**src/rtl/c7b_biu_pkg.sv**
```systemverilog
// Shared types and defaults for the c7b bus interface unit read/write arbiter.
package c7b_biu_pkg;

  typedef enum logic [1:0] {
    ST_IDLE    = 2'd0,
    ST_REQ     = 2'd1,
    ST_WAIT_RD = 2'd2,
    ST_WAIT_WR = 2'd3
  } state_e;

  typedef enum logic [1:0] {
    OWN_IFU    = 2'd0,
    OWN_LSU_RD = 2'd1,
    OWN_LSU_WR = 2'd2
  } owner_e;

  localparam int IFU_STARVE_MAX_DEF = 4;

  // Counter width that always holds 0..max_cnt and is never zero bits wide.
  function automatic int starve_cw(input int max_cnt);
    return $clog2(max_cnt + 2);
  endfunction

endpackage

```
**src/rtl/c7b_biu_prio_sel.sv**
```systemverilog
// Combinational grant select: lsu write > lsu read > ifu read, with the IFU
// forced through once the starvation counter has reached its limit.
module c7b_biu_prio_sel
  import c7b_biu_pkg::*;
#(
  parameter int IFU_STARVE_MAX = IFU_STARVE_MAX_DEF,
  parameter int CW             = starve_cw(IFU_STARVE_MAX)
) (
  input  logic          ifu_rd_req,
  input  logic          lsu_rd_req,
  input  logic          lsu_wr_req,
  input  logic [CW-1:0] starve_cnt,
  output logic          grant_vld,
  output logic [1:0]    grant_own
);

  localparam logic [CW-1:0] STARVE_LIM = CW'(IFU_STARVE_MAX);

  always_comb begin
    grant_vld = ifu_rd_req | lsu_rd_req | lsu_wr_req;
    grant_own = OWN_IFU;
    if (ifu_rd_req && (starve_cnt == STARVE_LIM)) begin
      grant_own = OWN_IFU;
    end else if (lsu_wr_req) begin
      grant_own = OWN_LSU_WR;
    end else if (lsu_rd_req) begin
      grant_own = OWN_LSU_RD;
    end
  end

endmodule

```
**src/rtl/c7b_biu_arb.sv**
```systemverilog
// Single-outstanding BIU arbiter: grants one of IFU read / LSU read / LSU write
// in IDLE, presents it to memory until accepted, then waits for its response.
module c7b_biu_arb
  import c7b_biu_pkg::*;
#(
  parameter int IFU_STARVE_MAX = IFU_STARVE_MAX_DEF
) (
  input  logic        clk,
  input  logic        resetn,
  input  logic        ifu_biu_rd_req,
  input  logic [31:0] ifu_biu_rd_addr,
  output logic        biu_ifu_rd_ack,
  output logic        biu_ifu_data_valid,
  output logic [63:0] biu_ifu_data,
  input  logic        lsu_biu_rd_req,
  input  logic [31:0] lsu_biu_rd_addr,
  output logic        biu_lsu_rd_ack,
  output logic        biu_lsu_data_valid,
  output logic [63:0] biu_lsu_data,
  input  logic        lsu_biu_wr_req,
  input  logic [31:0] lsu_biu_wr_addr,
  input  logic [63:0] lsu_biu_wr_data,
  input  logic [7:0]  lsu_biu_wr_strb,
  output logic        biu_lsu_wr_ack,
  output logic        biu_lsu_write_done,
  output logic        biu_mem_req,
  output logic        biu_mem_we,
  output logic [31:0] biu_mem_addr,
  output logic [63:0] biu_mem_wdata,
  output logic [7:0]  biu_mem_wstrb,
  input  logic        mem_biu_ack,
  input  logic        mem_biu_rvalid,
  input  logic [63:0] mem_biu_rdata,
  input  logic        mem_biu_wdone
);

  localparam int            CW         = starve_cw(IFU_STARVE_MAX);
  localparam logic [CW-1:0] STARVE_LIM = CW'(IFU_STARVE_MAX);

  state_e        r_state;
  state_e        w_state_nxt;
  owner_e        r_owner;
  logic [31:0]   r_addr;
  logic [63:0]   r_wdata;
  logic [7:0]    r_wstrb;
  logic [CW-1:0] r_starve_cnt;
  logic          w_grant_vld;
  logic [1:0]    w_grant_own;
  logic          w_grant;

  c7b_biu_prio_sel #(
    .IFU_STARVE_MAX (IFU_STARVE_MAX),
    .CW             (CW)
  ) u_prio_sel (
    .ifu_rd_req (ifu_biu_rd_req),
    .lsu_rd_req (lsu_biu_rd_req),
    .lsu_wr_req (lsu_biu_wr_req),
    .starve_cnt (r_starve_cnt),
    .grant_vld  (w_grant_vld),
    .grant_own  (w_grant_own)
  );

  assign w_grant = (r_state == ST_IDLE) && w_grant_vld;

  always_ff @(posedge clk) begin
    if (!resetn) begin
      r_state <= ST_IDLE;
    end else begin
      r_state <= w_state_nxt;
    end
  end

  // Transaction fields are captured only at grant so later request changes are ignored.
  always_ff @(posedge clk) begin
    if (!resetn) begin
      r_owner      <= OWN_IFU;
      r_addr       <= '0;
      r_wdata      <= '0;
      r_wstrb      <= '0;
      r_starve_cnt <= '0;
    end else begin
      if (w_grant) begin
        r_owner <= owner_e'(w_grant_own);
        r_wdata <= '0;
        r_wstrb <= '0;
        if (w_grant_own == OWN_LSU_WR) begin
          r_addr  <= lsu_biu_wr_addr;
          r_wdata <= lsu_biu_wr_data;
          r_wstrb <= lsu_biu_wr_strb;
        end else if (w_grant_own == OWN_LSU_RD) begin
          r_addr <= lsu_biu_rd_addr;
        end else begin
          r_addr <= ifu_biu_rd_addr;
        end
      end
      if (!ifu_biu_rd_req) begin
        r_starve_cnt <= '0;
      end else if (w_grant) begin
        if (w_grant_own == OWN_IFU) begin
          r_starve_cnt <= '0;
        end else if (r_starve_cnt != STARVE_LIM) begin
          r_starve_cnt <= r_starve_cnt + 1'b1;
        end
      end
    end
  end

  always_comb begin
    w_state_nxt        = r_state;
    biu_mem_req        = 1'b0;
    biu_mem_we         = 1'b0;
    biu_mem_addr       = '0;
    biu_mem_wdata      = '0;
    biu_mem_wstrb      = '0;
    biu_ifu_rd_ack     = 1'b0;
    biu_lsu_rd_ack     = 1'b0;
    biu_lsu_wr_ack     = 1'b0;
    biu_ifu_data_valid = 1'b0;
    biu_ifu_data       = '0;
    biu_lsu_data_valid = 1'b0;
    biu_lsu_data       = '0;
    biu_lsu_write_done = 1'b0;
    case (r_state)
      ST_IDLE: begin
        if (w_grant_vld) w_state_nxt = ST_REQ;
      end
      ST_REQ: begin
        biu_mem_req   = 1'b1;
        biu_mem_we    = (r_owner == OWN_LSU_WR);
        biu_mem_addr  = r_addr;
        biu_mem_wdata = r_wdata;
        biu_mem_wstrb = r_wstrb;
        if (mem_biu_ack) begin
          if (r_owner == OWN_LSU_WR) begin
            biu_lsu_wr_ack = 1'b1;
            w_state_nxt    = ST_WAIT_WR;
          end else if (r_owner == OWN_LSU_RD) begin
            biu_lsu_rd_ack = 1'b1;
            w_state_nxt    = ST_WAIT_RD;
          end else begin
            biu_ifu_rd_ack = 1'b1;
            w_state_nxt    = ST_WAIT_RD;
          end
        end
      end
      ST_WAIT_RD: begin
        if (mem_biu_rvalid) begin
          if (r_owner == OWN_IFU) begin
            biu_ifu_data_valid = 1'b1;
            biu_ifu_data       = mem_biu_rdata;
          end else begin
            biu_lsu_data_valid = 1'b1;
            biu_lsu_data       = mem_biu_rdata;
          end
          w_state_nxt = ST_IDLE;
        end
      end
      ST_WAIT_WR: begin
        if (mem_biu_wdone) begin
          biu_lsu_write_done = 1'b1;
          w_state_nxt        = ST_IDLE;
        end
      end
      default: w_state_nxt = ST_IDLE;
    endcase
  end

endmodule
```
**config.mk**
```make
export PLATFORM = sky130hd
export DESIGN_NAME = c7b_biu_arb
export DESIGN_NICKNAME = d
export VERILOG_FILES = /design/src/rtl/c7b_biu_pkg.sv /design/src/rtl/c7b_biu_prio_sel.sv /design/src/rtl/c7b_biu_arb.sv
export SDC_FILE = /design/constraint.sdc
export NUM_CORES = 1
export LEC_CHECK = 0
export CAP_MARGIN = 20
export CORE_AREA = 4 4 187 189
export DETAILED_ROUTE_END_ITERATION = 12
export DIE_AREA = 0 0 191 193
export GPL_ROUTABILITY_DRIVEN = 0
export PLACE_DENSITY = 0.53
export SETUP_SLACK_MARGIN = 0.5
export SYNTH_ARGS = -nofsm -noshare
export SYNTH_HDL_FRONTEND = slang
export SYNTH_SLANG_ARGS = --single-unit
```
**constraint.sdc**
```tcl
create_clock -name clk -period 2.35 [get_ports clk]
set_clock_uncertainty 0.2 [all_clocks]
set_input_delay 0.235 -clock clk [delete_from_list [all_inputs] [get_ports clk]]
set_output_delay 0.235 -clock clk [all_outputs]
set_load 0.1 [all_outputs]
```
After elaboration in Yosys (flattened, before gate mapping)
Index checks and enable logic that the tools add are counted.

storage, ports and cells
  register bits after elaboration = 111
  input port bits = 240

cells by class
  add/subtract/negate cells = 1
  equality and inequality tests = 13
  mux-type cells = 45
  bitwise logic cells = 2
  reduce and logical (&&, ||, !) cells = 9

operator list
  kind                                                                   count
  64-bit 2-to-1 mux                                                      8
  32-bit 2-to-1 mux                                                      3
  1-bit 2-to-1 mux                                                       23
  8-bit 2-to-1 mux                                                       2
  2-bit 2-to-1 mux                                                       6
  2-bit equality test, second input constant                             4
  2-bit != test, second input constant                                   4
  2-bit case mux with 4 select lines                                     1
  2-bit by 1-bit equality test with 1-bit output, second input constant  3
  2-bit zero test                                                        3
  3-bit 2-to-1 mux                                                       2
  2-bit AND reduction                                                    2
  4-bit AND reduction                                                    1
  3-bit by 1-bit adder with 3-bit output, second input constant          1
  3-bit equality test, second input constant                             1
  3-bit != test, second input constant                                   1
  1-bit logical AND                                                      2
  1-bit OR                                                               2
  2-bit nonzero test                                                     1

Depth between registers and ports, before layout
  depth in word-level cells = 6
  gate-level depth with buffers = 8
  depth with buffers taken out = 6

By module
From an unflattened synthesis, not the netlist that was laid out.

second synthesis, totals
  cells, all modules = 858
  area, all modules = 6,971.7 µm²

by module, submodules not included
  module            times used  cells an instance  area each (µm²)
  c7b_biu_arb       1           854                6,930.4
  c7b_biu_prio_sel  1           4                  41.3

Worst setup path after synthesis
OpenSTA, ideal clock, no wires.

  path type = register to output
  start = register r_owner[0]
  end = output port biu_lsu_data[54]
  arrival time = 2.695 ns
  slack = -0.780 ns
  stages on the path, launching flop included = 6
  buffers on the path = 1
  cell sequence = dfxtp_1 > inv_1 > ha_1 > and4bb_2 > clkbuf_1 > and2_1

between the ends
  cells in the longest elaborated chain, start to end = 4

RTL lines
  element                 line                source
  start, declared         c7b_biu_arb.sv:42   owner_e r_owner;
  start signal, assigned  c7b_biu_arb.sv:83   r_owner <= owner_e'(w_grant_own);
  2-bit zero test         c7b_biu_arb.sv:148  if (r_owner == OWN_IFU) begin
  64-bit 2-to-1 mux       c7b_biu_arb.sv:148
  64-bit 2-to-1 mux       c7b_biu_arb.sv:147  if (mem_biu_rvalid) begin
  64-bit 2-to-1 mux       c7b_biu_arb.sv:123  case (r_state)
  end, declared           c7b_biu_arb.sv:19   output logic [63:0] biu_lsu_data,

No other way between the ends.

Worst setup path in the final report
  start = register r_owner[0]
  end = output port biu_lsu_data[17]

Same word-level chain as after synthesis.

==> results.ini <==
[run_status]
outcome=completed

[detailed_routing]
wire_per_inst_um=20.23
drt_iter0_drc=196
wl_um=32070
first_pass_iters=4
vias_per_cell=4.121
drc=0
ant_nets=0
routed-via-count=6532

[place]
pre_cts_ws_ns=0.1521
io_buffers=479
dp_hpwl_um=23650

[setup_path]
critPathRequiredTime_ns=1.91
critPathCaptureType=output pin
startpoint_type=flop
crit_type=reg2out
crit_fanout=8
critPathArrivalTime_ns=1.87

[layout]
area_delta_synth_final_pct=172.4
fillers=3073
drive_above_1_share_pct=51.28
finalNetCount=1373

[timing]
worst_pin_slew_ns=0.3378
relSlewSlack_pct=77.48
setup_slack_ns=0.04840
period_share_pct=97.94
final_hold_viol_count=0
hold_slack_ns=0.2598
timing.fmax_mhz=434.5
finalMaxSlewViolations=0
rsz0062_at_grt=true
finalCriticalPeriod_ns=2.302
fin_setup_tns_ns=0
setup_viol=0

[floorplanning]
start_util_pct=17.03
die_area_um2=36860
num_rows=67
die_x_um=191
core-area_um2=33280
ios=480
die_h_um=193

[logic_synthesis]
yosysUniqueCellTypes=31
synthCells=624
synth_seq_cells=111
synth_warnings=0
yosysSeqAreaShare_pct=39.21
syn_nets=869
syn_avg_cell_area_um2=9.083
netlist_area_um2=5668

[global_route]
grt_max_degree=60
track_usage_pct=15.53
grt_pass1_wl_um=42790
grt_antenna_before_repair=3
grt_overflow_total=0
grt_pass1_vias=6641

[cts]
cts_buffers=9
cts_sinks=111
clk_latency_ns=0.35
cts_tree=built
cts.path.max_buffers=2
cts.clk_slew.worst_paths_ns=0.08
cts_root_buffer=clkbuf_16
htreeDepth=3

[power]
p_leak_nw=6.335
power_mw=6.442
worst_ir_drop_vdd_mv=0.3006
power.density_nw_per_um2=417.2

[job]
drv_cap=0

[hold_path]
hold_class=in2reg

## routing by layer
metal  vias up  share of wire, %  track usage (%)
met2       320                53            29.53
li1       3169                 -                -
met5         -                 0                0
met3        34               9.3            5.816
met1      3009                35            15.73
met4         0               2.6            4.890
## synthesized netlist by cell type
master     number  share of area, %
and3_1          2              0.22
nand2_1         9              0.60
nor3_1          1             0.088
and4b_1         1              0.18
buf_4           7              0.93
nand3b_1        2              0.26
dfxtp_1       111                39
clkbuf_2        3              0.26
and4bb_2        1              0.22
nor2b_1         1              0.11
o2111ai_1       1              0.15
or3_4           1              0.20
nand4b_1        1              0.15
buf_2          21               1.9
o21ai_0        33               2.9
a22oi_1        32               4.2
mux2i_1        33               5.8
clkbuf_1       25               1.7
nand3_1         2              0.18
ha_1            5               1.1
nor2_1          5              0.33
and2_1        234                26
a22o_1         72                11
inv_1           6              0.40
nor2_2          1              0.11
a21oi_1         8              0.71
a21oi_4         1              0.29
mux2_2          2              0.40
and4_1          1              0.15
buf_6           1              0.20
a31oi_1         1              0.11
## final timing paths
path / end / startpoint / depth (start not counted) / slack [ns]
max: biu_lsu_data[17] / r_owner[0]$_SDFFE_PN0P_ / 7 / 0.05
min: r_wdata[53]$_SDFFE_PN0P_ / lsu_biu_wr_data[53] / 2 / 0.26
max reg2reg: r_addr[19]$_SDFFE_PN0P_ / r_state[0]$_SDFFE_PN0P_ / 7 / 0.43
min reg2reg: r_wdata[59]$_SDFFE_PN0P_ / r_wdata[59]$_SDFFE_PN0P_ / 1 / 0.28
## critical path, stage by stage, from the launching register on
cell and delay, ns:
dfxtp_2 0.35, inv_4 0.04, ha_4 0.15, and4bb_4 0.36
buf_6 0.14, clkbuf_16 0.14, and2_4 0.15, buf_12 0.16
## logic make-up after synthesis
| logic type | share of synthesized area (%) |
|---|---|
| fa+ha+maj | 1.104 |
| simple gates | 28.63 |
| flops | 39.21 |
| mux | 6.225 |
| buf+inv | 5.298 |
| compound gates | 19.54 |
## where the power goes
part,leakage (nW),switching [mW],internal (mW)
clock,0.152,0.775,0.873
combinational,5.27,1.37,1.31
sequential,0.912,0.0833,2.03
## flip-flops by register name (all words and copies together), names as in the netlist
register      count
r_addr           32
r_wstrb           8
r_owner           2
r_wdata          64
r_state           2
r_starve_cnt      3
## layout by cell type, fill, tap and decap left out, types with 2 or more instances in the layout
cell type,count
buf_6,13
buf_4,10
dfxtp_1,107
dfxtp_2,2
clkdlybuf4s50_1,239
inv_1,4
inv_6,2
mux2_2,2
ha_1,3
buf_8,4
nor2_1,3
a22oi_1,32
o21ai_0,33
nand3b_1,2
dfxtp_4,2
nand2_1,8
and2_2,4
nor2_4,2
buf_16,15
mux2i_1,33
and2_4,229
a22o_1,72
diode_2,4
a21oi_1,8
clkbuf_16,17
buf_12,260
## layout make-up
class,instances,area [um2],area share (%)
repair buffers,549,8492,55.00
multi-input cells,451,3815,24.71
flip-flops and latches,111,2232,14.46
well taps,448,560.5,3.630
clock buffers,11,242.7,1.572
clock inverters,5,63.81,0.4133
inverters,6,25.02,0.1621
diodes,4,10.01,0.06482
## what timing repair did
item                       4_1_cts  5_1_grt
hold buffers                     0        0
resized for setup               70       63
setup endpoints to repair      343      344
gates cloned                    14       10
setup buffers                   17       13
pin swaps                       86       99
## through the flow
stage          instances  utilization [%]  cell area [um2]
2_1_floorplan        624                -             6286
3_3_place_gp        1511            41.89            13940
3_5_place_dp        1511            41.89            13940
4_1_cts             1558            44.99            14970
5_1_grt             1584            46.39            15440
6_report            1585            46.40            15440
No activity file was read; power rests on OpenSTA's default activity.
